`config.mk`:
```
export PLATFORM = sky130hd
export DESIGN_NAME = lsu_pipelined_flat
export DESIGN_NICKNAME = d
export VERILOG_FILES = /design/src/rtl/lsu_pipelined_if.sv /design/src/rtl/lsu_pipelined.sv /design/src/flat_wrapper.sv
export SDC_FILE = /design/constraint.sdc
export NUM_CORES = 1
export LEC_CHECK = 0
export ABC_AREA = 1
export BUFFER_PORTS_ARGS = -buffer_cell sky130_fd_sc_hd__buf_2
export CELL_PAD_IN_SITES_DETAIL_PLACEMENT = 0
export CELL_PAD_IN_SITES_GLOBAL_PLACEMENT = 1
export CORE_MARGIN = 1
export CORE_UTILIZATION = 40
export CTS_BUF_LIST = sky130_fd_sc_hd__clkbuf_16
export DETAILED_ROUTE_END_ITERATION = 10
export GPL_TIMING_DRIVEN = 1
export PLACE_DENSITY_LB_ADDON = 0.1
export SYNTH_ARGS = -nofsm -noshare
export SYNTH_HDL_FRONTEND = slang
export SYNTH_SLANG_ARGS = --single-unit
export TNS_END_PERCENT = 50
```
`constraint.sdc`:
```
create_clock -name clk -period 27.1 [get_ports clk]
set_clock_uncertainty 0.05 [all_clocks]
set_input_delay 2.71 -clock clk [delete_from_list [all_inputs] [get_ports clk]]
set_output_delay 2.71 -clock clk [all_outputs]
set_load 0.005 [all_outputs]
```
`src/rtl/lsu_pipelined_if.sv`:
```
// Issue, completion and memory buses of the load/store unit.
// slave = unit side, master = reservation station / writeback / memory side.
interface lsu_pipelined_if #(
   parameter int RS_ID_WIDTH = 5
);
   logic                   input_valid;
   logic                   input_ready;
   logic [RS_ID_WIDTH-1:0] rs_id_in;
   logic [4:0]             result_reg_addr_in;
   logic [31:0]            op1;
   logic [31:0]            op2;
   logic [31:0]            source;
   logic                   store;
   logic [1:0]             size;
   logic                   sign_ext;
   logic                   byte_rev;

   logic                   output_valid;
   logic                   output_ready;
   logic [RS_ID_WIDTH-1:0] rs_id_out;
   logic [4:0]             result_reg_addr_out;
   logic [31:0]            result;
   logic                   align_error;

   logic                   to_mem_valid;
   logic                   to_mem_ready;
   logic [31:0]            mem_address;
   logic [3:0]             mem_write_en;
   logic [3:0]             mem_read_en;
   logic [31:0]            mem_write_data;
   logic                   from_mem_valid;
   logic                   from_mem_ready;
   logic [31:0]            mem_read_data;

   modport slave (
      input  input_valid, rs_id_in, result_reg_addr_in, op1, op2, source,
             store, size, sign_ext, byte_rev,
      output input_ready,
      output output_valid, rs_id_out, result_reg_addr_out, result, align_error,
      input  output_ready,
      output to_mem_valid, mem_address, mem_write_en, mem_read_en, mem_write_data,
      input  to_mem_ready,
      input  from_mem_valid, mem_read_data,
      output from_mem_ready
   );

   modport master (
      output input_valid, rs_id_in, result_reg_addr_in, op1, op2, source,
             store, size, sign_ext, byte_rev,
      input  input_ready,
      input  output_valid, rs_id_out, result_reg_addr_out, result, align_error,
      output output_ready,
      input  to_mem_valid, mem_address, mem_write_en, mem_read_en, mem_write_data,
      output to_mem_ready,
      output from_mem_valid, mem_read_data,
      input  from_mem_ready
   );
endinterface

```
`src/rtl/lsu_pipelined.sv`:
```
// Pipelined load/store unit: EA add, big-endian lane steering, in-order in-flight FIFO, load align/extend.
// Latency: issue -> request 1 cycle after capture; response -> completion next cycle. Optional LSU_BYTE_REVERSE_EN.
// Backpressure: input_ready drops when S0/S1 are full; requests capped at MAX_OUTSTANDING; output stall holds responses.
module lsu_pipelined #(
   parameter int RS_ID_WIDTH     = 5,
   parameter int MAX_OUTSTANDING = 4
) (
   input logic             clk,
   input logic             rst,
   lsu_pipelined_if.slave  bus
);
   // Spec bit 0 (MSB) is bit 31 here; byte lane i sits at enable bit 3-i.
`ifdef LSU_BYTE_REVERSE_EN
   localparam bit REV_EN = 1'b1;
`else
   localparam bit REV_EN = 1'b0;
`endif

   localparam int PTR_W = (MAX_OUTSTANDING > 1) ? $clog2(MAX_OUTSTANDING) : 1;
   localparam int CNT_W = $clog2(MAX_OUTSTANDING + 1);
   localparam logic [CNT_W-1:0] MAX_CNT  = CNT_W'(MAX_OUTSTANDING);
   localparam logic [PTR_W-1:0] LAST_PTR = PTR_W'(MAX_OUTSTANDING - 1);

   typedef struct packed {
      logic [RS_ID_WIDTH-1:0] rs_id;
      logic [4:0]             rd;
      logic [31:0]            op1;
      logic [31:0]            op2;
      logic [31:0]            src;
      logic                   store;
      logic [1:0]             size;
      logic                   sext;
      logic                   brev;
   } s0_t;

   typedef struct packed {
      logic [RS_ID_WIDTH-1:0] rs_id;
      logic [4:0]             rd;
      logic [31:0]            addr;
      logic [3:0]             lanes;
      logic [31:0]            wdata;
      logic                   store;
      logic [1:0]             size;
      logic [1:0]             off;
      logic                   sext;
      logic                   brev;
      logic                   err;
   } req_t;

   typedef struct packed {
      logic [RS_ID_WIDTH-1:0] rs_id;
      logic [4:0]             rd;
      logic                   store;
      logic [1:0]             size;
      logic [1:0]             off;
      logic                   sext;
      logic                   brev;
      logic                   err;
   } ent_t;

   typedef struct packed {
      logic [RS_ID_WIDTH-1:0] rs_id;
      logic [4:0]             rd;
      logic [31:0]            result;
      logic                   err;
   } out_t;

   function automatic logic [31:0] swap_bytes(input logic [31:0] d, input logic [1:0] sz);
      logic [31:0] r;
      r = d;
      if (sz == 2'd1)
         r = {16'h0, d[7:0], d[15:8]};
      else if (sz == 2'd3)
         r = {d[7:0], d[15:8], d[23:16], d[31:24]};
      return r;
   endfunction

   function automatic logic [PTR_W-1:0] ptr_inc(input logic [PTR_W-1:0] p);
      return (p == LAST_PTR) ? '0 : p + PTR_W'(1);
   endfunction

   logic             s0_vld_q, s0_vld_d;
   s0_t              s0_q, s0_d;
   logic             s1_vld_q, s1_vld_d;
   req_t             s1_q, s1_d;
   ent_t             fifo_q [MAX_OUTSTANDING];
   ent_t             fifo_d [MAX_OUTSTANDING];
   logic [PTR_W-1:0] wr_ptr_q, wr_ptr_d, rd_ptr_q, rd_ptr_d;
   logic [CNT_W-1:0] cnt_q, cnt_d;
   logic             out_vld_q, out_vld_d;
   out_t             out_q, out_d;

   req_t             req_new;
   logic [31:0]      ea;
   logic [31:0]      sdat;
   ent_t             head;
   logic [31:0]      raw;
   logic [31:0]      ld_val;
   logic             head_vld, out_free, slot_free;
   logic             pop_norm, pop_err, pop, push;
   logic             req_vld, s1_fire, s1_load, s0_adv, in_rdy;

   // Effective address and lane steering for the op sitting in S0.
   always_comb begin
      ea              = s0_q.op1 + s0_q.op2;
      req_new         = '0;
      req_new.rs_id   = s0_q.rs_id;
      req_new.rd      = s0_q.rd;
      req_new.addr    = {ea[31:2], 2'b00};
      req_new.store   = s0_q.store;
      req_new.size    = s0_q.size;
      req_new.off     = ea[1:0];
      req_new.sext    = s0_q.sext;
      req_new.brev    = s0_q.brev;
      sdat            = (REV_EN && s0_q.brev) ? swap_bytes(s0_q.src, s0_q.size) : s0_q.src;
      case (s0_q.size)
         2'd0: begin
            req_new.lanes = 4'b1000 >> ea[1:0];
            req_new.wdata = {sdat[7:0], 24'h0} >> {ea[1:0], 3'b000};
         end
         2'd1: begin
            req_new.err   = (ea[1:0] == 2'd3);
            req_new.lanes = 4'b1100 >> ea[1:0];
            req_new.wdata = {sdat[15:0], 16'h0} >> {ea[1:0], 3'b000};
         end
         2'd3: begin
            req_new.err   = (ea[1:0] != 2'd0);
            req_new.lanes = 4'b1111;
            req_new.wdata = sdat;
         end
         default: req_new.err = 1'b1;
      endcase
      if (req_new.err) begin
         req_new.lanes = '0;
         req_new.wdata = '0;
      end
   end

   // Load data: pick the enabled lanes, right-justify, optionally reverse, then extend.
   always_comb begin
      head = fifo_q[rd_ptr_q];
      case (head.size)
         2'd0:    raw = (bus.mem_read_data >> {~head.off, 3'b000}) & 32'h0000_00FF;
         2'd1:    raw = (bus.mem_read_data >> {2'd2 - head.off, 3'b000}) & 32'h0000_FFFF;
         default: raw = bus.mem_read_data;
      endcase
      if (REV_EN && head.brev)
         raw = swap_bytes(raw, head.size);
      ld_val = raw;
      if (head.sext && head.size == 2'd0)
         ld_val = {{24{raw[7]}}, raw[7:0]};
      else if (head.sext && head.size == 2'd1)
         ld_val = {{16{raw[15]}}, raw[15:0]};
   end

   always_comb begin
      head_vld  = (cnt_q != '0);
      out_free  = !out_vld_q || bus.output_ready;
      pop_norm  = head_vld && !head.err && bus.from_mem_valid && out_free;
      pop_err   = head_vld && head.err && out_free;
      pop       = pop_norm || pop_err;
      // Error ops never hit memory, so a slot freed this cycle is usable at once.
      slot_free = (cnt_q < MAX_CNT) || pop;
      req_vld   = s1_vld_q && !s1_q.err && (cnt_q < MAX_CNT);
      s1_fire   = s1_vld_q && (s1_q.err ? slot_free : (req_vld && bus.to_mem_ready));
      push      = s1_fire;
      s1_load   = !s1_vld_q || s1_fire;
      s0_adv    = s0_vld_q && s1_load;
      in_rdy    = !s0_vld_q || s1_load;
   end

   always_comb begin
      s0_vld_d = s0_vld_q;
      s0_d     = s0_q;
      if (s0_adv)
         s0_vld_d = 1'b0;
      if (bus.input_valid && in_rdy) begin
         s0_vld_d   = 1'b1;
         s0_d.rs_id = bus.rs_id_in;
         s0_d.rd    = bus.result_reg_addr_in;
         s0_d.op1   = bus.op1;
         s0_d.op2   = bus.op2;
         s0_d.src   = bus.source;
         s0_d.store = bus.store;
         s0_d.size  = bus.size;
         s0_d.sext  = bus.sign_ext;
         s0_d.brev  = bus.byte_rev;
      end

      s1_vld_d = s1_vld_q;
      s1_d     = s1_q;
      if (s1_fire)
         s1_vld_d = 1'b0;
      if (s0_adv) begin
         s1_vld_d = 1'b1;
         s1_d     = req_new;
      end
   end

   always_comb begin
      fifo_d   = fifo_q;
      wr_ptr_d = wr_ptr_q;
      rd_ptr_d = rd_ptr_q;
      cnt_d    = cnt_q;
      if (push) begin
         fifo_d[wr_ptr_q] = '{rs_id: s1_q.rs_id, rd: s1_q.rd, store: s1_q.store,
                              size: s1_q.size, off: s1_q.off, sext: s1_q.sext,
                              brev: s1_q.brev, err: s1_q.err};
         wr_ptr_d = ptr_inc(wr_ptr_q);
      end
      if (pop)
         rd_ptr_d = ptr_inc(rd_ptr_q);
      case ({push, pop})
         2'b10:   cnt_d = cnt_q + CNT_W'(1);
         2'b01:   cnt_d = cnt_q - CNT_W'(1);
         default: cnt_d = cnt_q;
      endcase
   end

   always_comb begin
      out_vld_d = out_vld_q && !bus.output_ready;
      out_d     = out_q;
      if (pop) begin
         out_vld_d    = 1'b1;
         out_d.rs_id  = head.rs_id;
         out_d.rd     = head.rd;
         out_d.err    = head.err;
         out_d.result = (head.err || head.store) ? 32'h0 : ld_val;
      end
   end

   always_ff @(posedge clk or posedge rst) begin
      if (rst) begin
         s0_vld_q  <= 1'b0;
         s0_q      <= '0;
         s1_vld_q  <= 1'b0;
         s1_q      <= '0;
         fifo_q    <= '{default: '0};
         wr_ptr_q  <= '0;
         rd_ptr_q  <= '0;
         cnt_q     <= '0;
         out_vld_q <= 1'b0;
         out_q     <= '0;
      end else begin
         s0_vld_q  <= s0_vld_d;
         s0_q      <= s0_d;
         s1_vld_q  <= s1_vld_d;
         s1_q      <= s1_d;
         fifo_q    <= fifo_d;
         wr_ptr_q  <= wr_ptr_d;
         rd_ptr_q  <= rd_ptr_d;
         cnt_q     <= cnt_d;
         out_vld_q <= out_vld_d;
         out_q     <= out_d;
      end
   end

   assign bus.input_ready         = in_rdy;
   assign bus.to_mem_valid        = req_vld;
   assign bus.mem_address         = s1_q.addr;
   assign bus.mem_write_en        = s1_q.store ? s1_q.lanes : 4'b0000;
   assign bus.mem_read_en         = s1_q.store ? 4'b0000 : s1_q.lanes;
   assign bus.mem_write_data      = s1_q.wdata;
   assign bus.from_mem_ready      = head_vld && !head.err && out_free;
   assign bus.output_valid        = out_vld_q;
   assign bus.rs_id_out           = out_q.rs_id;
   assign bus.result_reg_addr_out = out_q.rd;
   assign bus.result              = out_q.result;
   assign bus.align_error         = out_q.err;
endmodule

```
`src/flat_wrapper.sv`:
```
// flat-port wrapper written by rule: the top's interface ports become plain ports
module lsu_pipelined_flat 
#(
   parameter int RS_ID_WIDTH     = 5,
   parameter int MAX_OUTSTANDING = 4
)
  (clk, rst, bus_input_valid, bus_rs_id_in, bus_result_reg_addr_in, bus_op1, bus_op2, bus_source, bus_store, bus_size, bus_sign_ext, bus_byte_rev, bus_input_ready, bus_output_valid, bus_rs_id_out, bus_result_reg_addr_out, bus_result, bus_align_error, bus_output_ready, bus_to_mem_valid, bus_mem_address, bus_mem_write_en, bus_mem_read_en, bus_mem_write_data, bus_to_mem_ready, bus_from_mem_valid, bus_mem_read_data, bus_from_mem_ready);
  lsu_pipelined_if #(.RS_ID_WIDTH(RS_ID_WIDTH)) bus_i ();
  input logic clk;
  input logic rst;
  input wire logic [$bits(bus_i.input_valid)-1:0] bus_input_valid;
  input wire logic [$bits(bus_i.rs_id_in)-1:0] bus_rs_id_in;
  input wire logic [$bits(bus_i.result_reg_addr_in)-1:0] bus_result_reg_addr_in;
  input wire logic [$bits(bus_i.op1)-1:0] bus_op1;
  input wire logic [$bits(bus_i.op2)-1:0] bus_op2;
  input wire logic [$bits(bus_i.source)-1:0] bus_source;
  input wire logic [$bits(bus_i.store)-1:0] bus_store;
  input wire logic [$bits(bus_i.size)-1:0] bus_size;
  input wire logic [$bits(bus_i.sign_ext)-1:0] bus_sign_ext;
  input wire logic [$bits(bus_i.byte_rev)-1:0] bus_byte_rev;
  output wire logic [$bits(bus_i.input_ready)-1:0] bus_input_ready;
  output wire logic [$bits(bus_i.output_valid)-1:0] bus_output_valid;
  output wire logic [$bits(bus_i.rs_id_out)-1:0] bus_rs_id_out;
  output wire logic [$bits(bus_i.result_reg_addr_out)-1:0] bus_result_reg_addr_out;
  output wire logic [$bits(bus_i.result)-1:0] bus_result;
  output wire logic [$bits(bus_i.align_error)-1:0] bus_align_error;
  input wire logic [$bits(bus_i.output_ready)-1:0] bus_output_ready;
  output wire logic [$bits(bus_i.to_mem_valid)-1:0] bus_to_mem_valid;
  output wire logic [$bits(bus_i.mem_address)-1:0] bus_mem_address;
  output wire logic [$bits(bus_i.mem_write_en)-1:0] bus_mem_write_en;
  output wire logic [$bits(bus_i.mem_read_en)-1:0] bus_mem_read_en;
  output wire logic [$bits(bus_i.mem_write_data)-1:0] bus_mem_write_data;
  input wire logic [$bits(bus_i.to_mem_ready)-1:0] bus_to_mem_ready;
  input wire logic [$bits(bus_i.from_mem_valid)-1:0] bus_from_mem_valid;
  input wire logic [$bits(bus_i.mem_read_data)-1:0] bus_mem_read_data;
  output wire logic [$bits(bus_i.from_mem_ready)-1:0] bus_from_mem_ready;
  assign bus_i.input_valid = bus_input_valid;
  assign bus_i.rs_id_in = bus_rs_id_in;
  assign bus_i.result_reg_addr_in = bus_result_reg_addr_in;
  assign bus_i.op1 = bus_op1;
  assign bus_i.op2 = bus_op2;
  assign bus_i.source = bus_source;
  assign bus_i.store = bus_store;
  assign bus_i.size = bus_size;
  assign bus_i.sign_ext = bus_sign_ext;
  assign bus_i.byte_rev = bus_byte_rev;
  assign bus_input_ready = bus_i.input_ready;
  assign bus_output_valid = bus_i.output_valid;
  assign bus_rs_id_out = bus_i.rs_id_out;
  assign bus_result_reg_addr_out = bus_i.result_reg_addr_out;
  assign bus_result = bus_i.result;
  assign bus_align_error = bus_i.align_error;
  assign bus_i.output_ready = bus_output_ready;
  assign bus_to_mem_valid = bus_i.to_mem_valid;
  assign bus_mem_address = bus_i.mem_address;
  assign bus_mem_write_en = bus_i.mem_write_en;
  assign bus_mem_read_en = bus_i.mem_read_en;
  assign bus_mem_write_data = bus_i.mem_write_data;
  assign bus_i.to_mem_ready = bus_to_mem_ready;
  assign bus_i.from_mem_valid = bus_from_mem_valid;
  assign bus_i.mem_read_data = bus_mem_read_data;
  assign bus_from_mem_ready = bus_i.from_mem_ready;
  lsu_pipelined #(.RS_ID_WIDTH(RS_ID_WIDTH), .MAX_OUTSTANDING(MAX_OUTSTANDING)) u_core (.clk(clk), .rst(rst), .bus(bus_i));
endmodule
```
==> metrics.cfg <==
[run_status]
status=complete, no violations

[setup_path]
worst_setup_path_end_kind=output pin
cp-start-kind=input pin
worstPathRequired_ns=24.34
crit_type=input pin to output pin
crit_path_max_fanout=34
critPathArrivalTime_ns=4.42

[synth]
synthesis.area_sq_um=17100
ys_types=38
seq_area_frac_synth=0.461
avgSynthCellArea_sq_um=7.44
synth-main-ff-cell=sky130_fd_sc_hd__dfrtp_1
post_synth_most_frequent_cells=850 x sky130_fd_sc_hd__nand2_1, 314 x sky130_fd_sc_hd__dfrtp_1, 245 x sky130_fd_sc_hd__o21ai_0, 195 x sky130_fd_sc_hd__nand3_1, 160 x sky130_fd_sc_hd__inv_1
synth.most_common_cell=sky130_fd_sc_hd__nand2_1
synth.top_cell.area_share=0.461
synth-seq-cells=314
synth_edf_count=0
syn-instance-count=2293
synth_area_leader_cell=sky130_fd_sc_hd__dfrtp_1
yosysWarningCount=0
synthArstFlopShare=1.00
synthTopCellsByArea=sky130_fd_sc_hd__dfrtp_1 46%, sky130_fd_sc_hd__nand2_1 19%, sky130_fd_sc_hd__o21ai_0 7.2%

[global_route]
grt_pass1_wl_um=80700
globalRouteTotalUtil=0.234
number_of_global_route_vias_before_repair=14505
antenna_violations_before_repair=1
grt_overflow_total=0
grt_start_max_net_pins=116

[sta]
slew_headroom=0.273
post-route-min-period_ns=7.18
grt_setup_unrepaired=false
fmaxAchievable_mhz=139
totalNegativeSetupSlack_ns=0
maxSlewViolCount=0
min_period_over_period=0.265
worst_slew_pin_slew_ns=1.09
setup-violations-final=0
setup_slack_ns=19.92
final-hold-violation-count=0

[route]
via_count=15089
ant_nets=0
drc=0
first_iter_violations=1052
vias_per_cell=5.03
routedWlPerCell_um=16.8
wl_um=50300
drt_pre_antenna_iters=5

[clocking]
cts.repair.resized=0
worstSkewPairLatency_ns=0.55
tritoncts_num_sinks=314
cts_hold_buffers=0
cts_tree=yes
postCtsSetupBuffers=0
cts.clk_slew.worst_paths_ns=0.05
clock_tree.buffer_depth=3
cts_made_buffers=36
cts.htree.levels=2
clock-root-buffer=sky130_fd_sc_hd__clkbuf_16

[final_layout]
post_route_cells_drive_above_1_share=0.147
multi_input_comb_area_sq_um=7530
syn2layout_area_growth_pct=12.6
nets=2624
fillerInstances=4426
final_core_util=0.457
insertedDiodeCount=0
regArea_sq_um=7860

[placement]
gp_routability_congestion=0.866
detailed_place_hpwl_um=35500
dp_slack_ns=19.87
port_buffers=264

[power]
power-per-cell-area_nw_per_um2=144
peak_supply_drop_v=0.0000547
cellLeakagePower_nw=10.3

[floorplan]
die-width_um=208
core_area_sq_um=42000
floorplan.initialDensity=0.406
boundaryPins=268
die_h_um=208
die_area_sq_um=43500
placementRows=75

[run]
cap_violations=0

[min_path]
worst_hold_path_type=flop to flop

worst paths after layout:
path | from | to | slack [ns] | cells past startpoint
worst max register to register | u_core.rd_ptr_q[0] | u_core.bus.mem_address[24] | 22.56 | 15
max in group asynchronous | rst | u_core.fifo_q[52] | 22.59 | 4
worst max-delay path | bus_output_ready | bus_input_ready | 19.92 | 9
worst min register to register | u_core.bus.align_error | u_core.bus.align_error | 0.42 | 2
worst min-delay path | u_core.bus.align_error | u_core.bus.align_error | 0.42 | 2
min in group asynchronous | rst | u_core.bus.mem_write_data[24] | 2.29 | 2
stage by stage:
step	power [mW]	cells	hold slack (ns)	instance area, sq um
5_1_grt	3.04	2999	0.440	19200
3_5_place_dp	2.34	2937	0.408	18100
6_report	2.77	2999	0.417	19200
3_3_place_gp	2.32	2937	0.403	18100
4_1_cts	2.80	2999	0.421	19200
2_1_floorplan	1.93	2294	0.392	17100
critical path, stage by stage:
cell                      delay (ns)
sky130_fd_sc_hd__buf_2          0.09
sky130_fd_sc_hd__nor2_1         0.05
sky130_fd_sc_hd__nor2_1         0.17
sky130_fd_sc_hd__nand2_1        0.11
sky130_fd_sc_hd__nand2_2        0.48
sky130_fd_sc_hd__o21ai_2        0.12
sky130_fd_sc_hd__nand4_1        0.10
sky130_fd_sc_hd__buf_4          0.39
sky130_fd_sc_hd__buf_2          0.19
placed cells by master (no fill, tap or decap), types with 7 or more instances in the layout:
master | synthesis | routed
sky130_fd_sc_hd__nand2_1 | 850 | 848
sky130_fd_sc_hd__clkbuf_16 | 0 | 37
sky130_fd_sc_hd__o211ai_1 | 7 | 7
sky130_fd_sc_hd__a31oi_1 | 11 | 11
sky130_fd_sc_hd__ha_1 | 37 | 37
sky130_fd_sc_hd__o22ai_1 | 23 | 23
sky130_fd_sc_hd__xor2_1 | 10 | 10
sky130_fd_sc_hd__buf_4 | 77 | 17
sky130_fd_sc_hd__dfrtp_1 | 314 | 314
sky130_fd_sc_hd__a21oi_1 | 56 | 56
sky130_fd_sc_hd__buf_2 | 40 | 263
sky130_fd_sc_hd__inv_1 | 160 | 168
sky130_fd_sc_hd__o21ai_0 | 245 | 245
sky130_fd_sc_hd__xnor2_1 | 8 | 8
sky130_fd_sc_hd__clkinv_1 | 1 | 10
sky130_fd_sc_hd__nand2_2 | 17 | 17
sky130_fd_sc_hd__nor2_1 | 137 | 137
sky130_fd_sc_hd__nor3_1 | 10 | 10
sky130_fd_sc_hd__nand4_1 | 10 | 10
sky130_fd_sc_hd__nand3_1 | 195 | 195
area by class of cell:
type	instances	share of cell area
Sequential cell	314	0.409
Multi-Input combinational cell	1638	0.392
Timing Repair Buffer	280	0.0752
Clock buffer	37	0.0482
Tap cell	539	0.0351
Inverter	166	0.0328
Clock inverter	25	0.00704
registers in the layout (all words and copies together) (netlist names), 2 cells and up:
signal                          count
u_core.bus.result                  32
u_core.rd_ptr_q                     2
u_core.bus.result_reg_addr_out      5
u_core.s0_q                        64
u_core.cnt_q                        3
u_core.bus.rs_id_out                5
u_core.wr_ptr_q                     2
u_core.bus.mem_write_data          32
u_core.sdat                        32
u_core.req_new                     14
u_core.s1_q                        21
u_core.bus.mem_address             30
u_core.fifo_q                      68
cell families (layout without fill, tap and decap cells):
family                     count (synthesis)  count (layout)  synth area share
and+or+nand+nor                         1233            1233             0.295
buffers and inverters                    342             508            0.0992
xor gates and xnor gates                  18              18           0.00924
DFF                                      314             314             0.461
AOI/OAI and AO/OA                        346             346             0.106
adders and majority gates                 39              39            0.0295
other                                      1               2          0.000220
metal layers:
metal | share of wire | wire [um] | track usage
met1 | 0.49 | 24400 | 0.343
met2 | 0.45 | 22700 | 0.362
met3 | 0.047 | 2340 | 0.0326
met4 | 0.017 | 855 | 0.0616
met5 | 0.00022 | 11 | 0
where the power goes:
group	switching, mW	total [mW]	internal (mW)
registers	0.142	0.826	0.684
logic	1.02	1.49	0.475
clock network	0.195	0.451	0.256
total	1.35	2.77	1.41
Note: power is estimated with default switching activity, not from simulation.
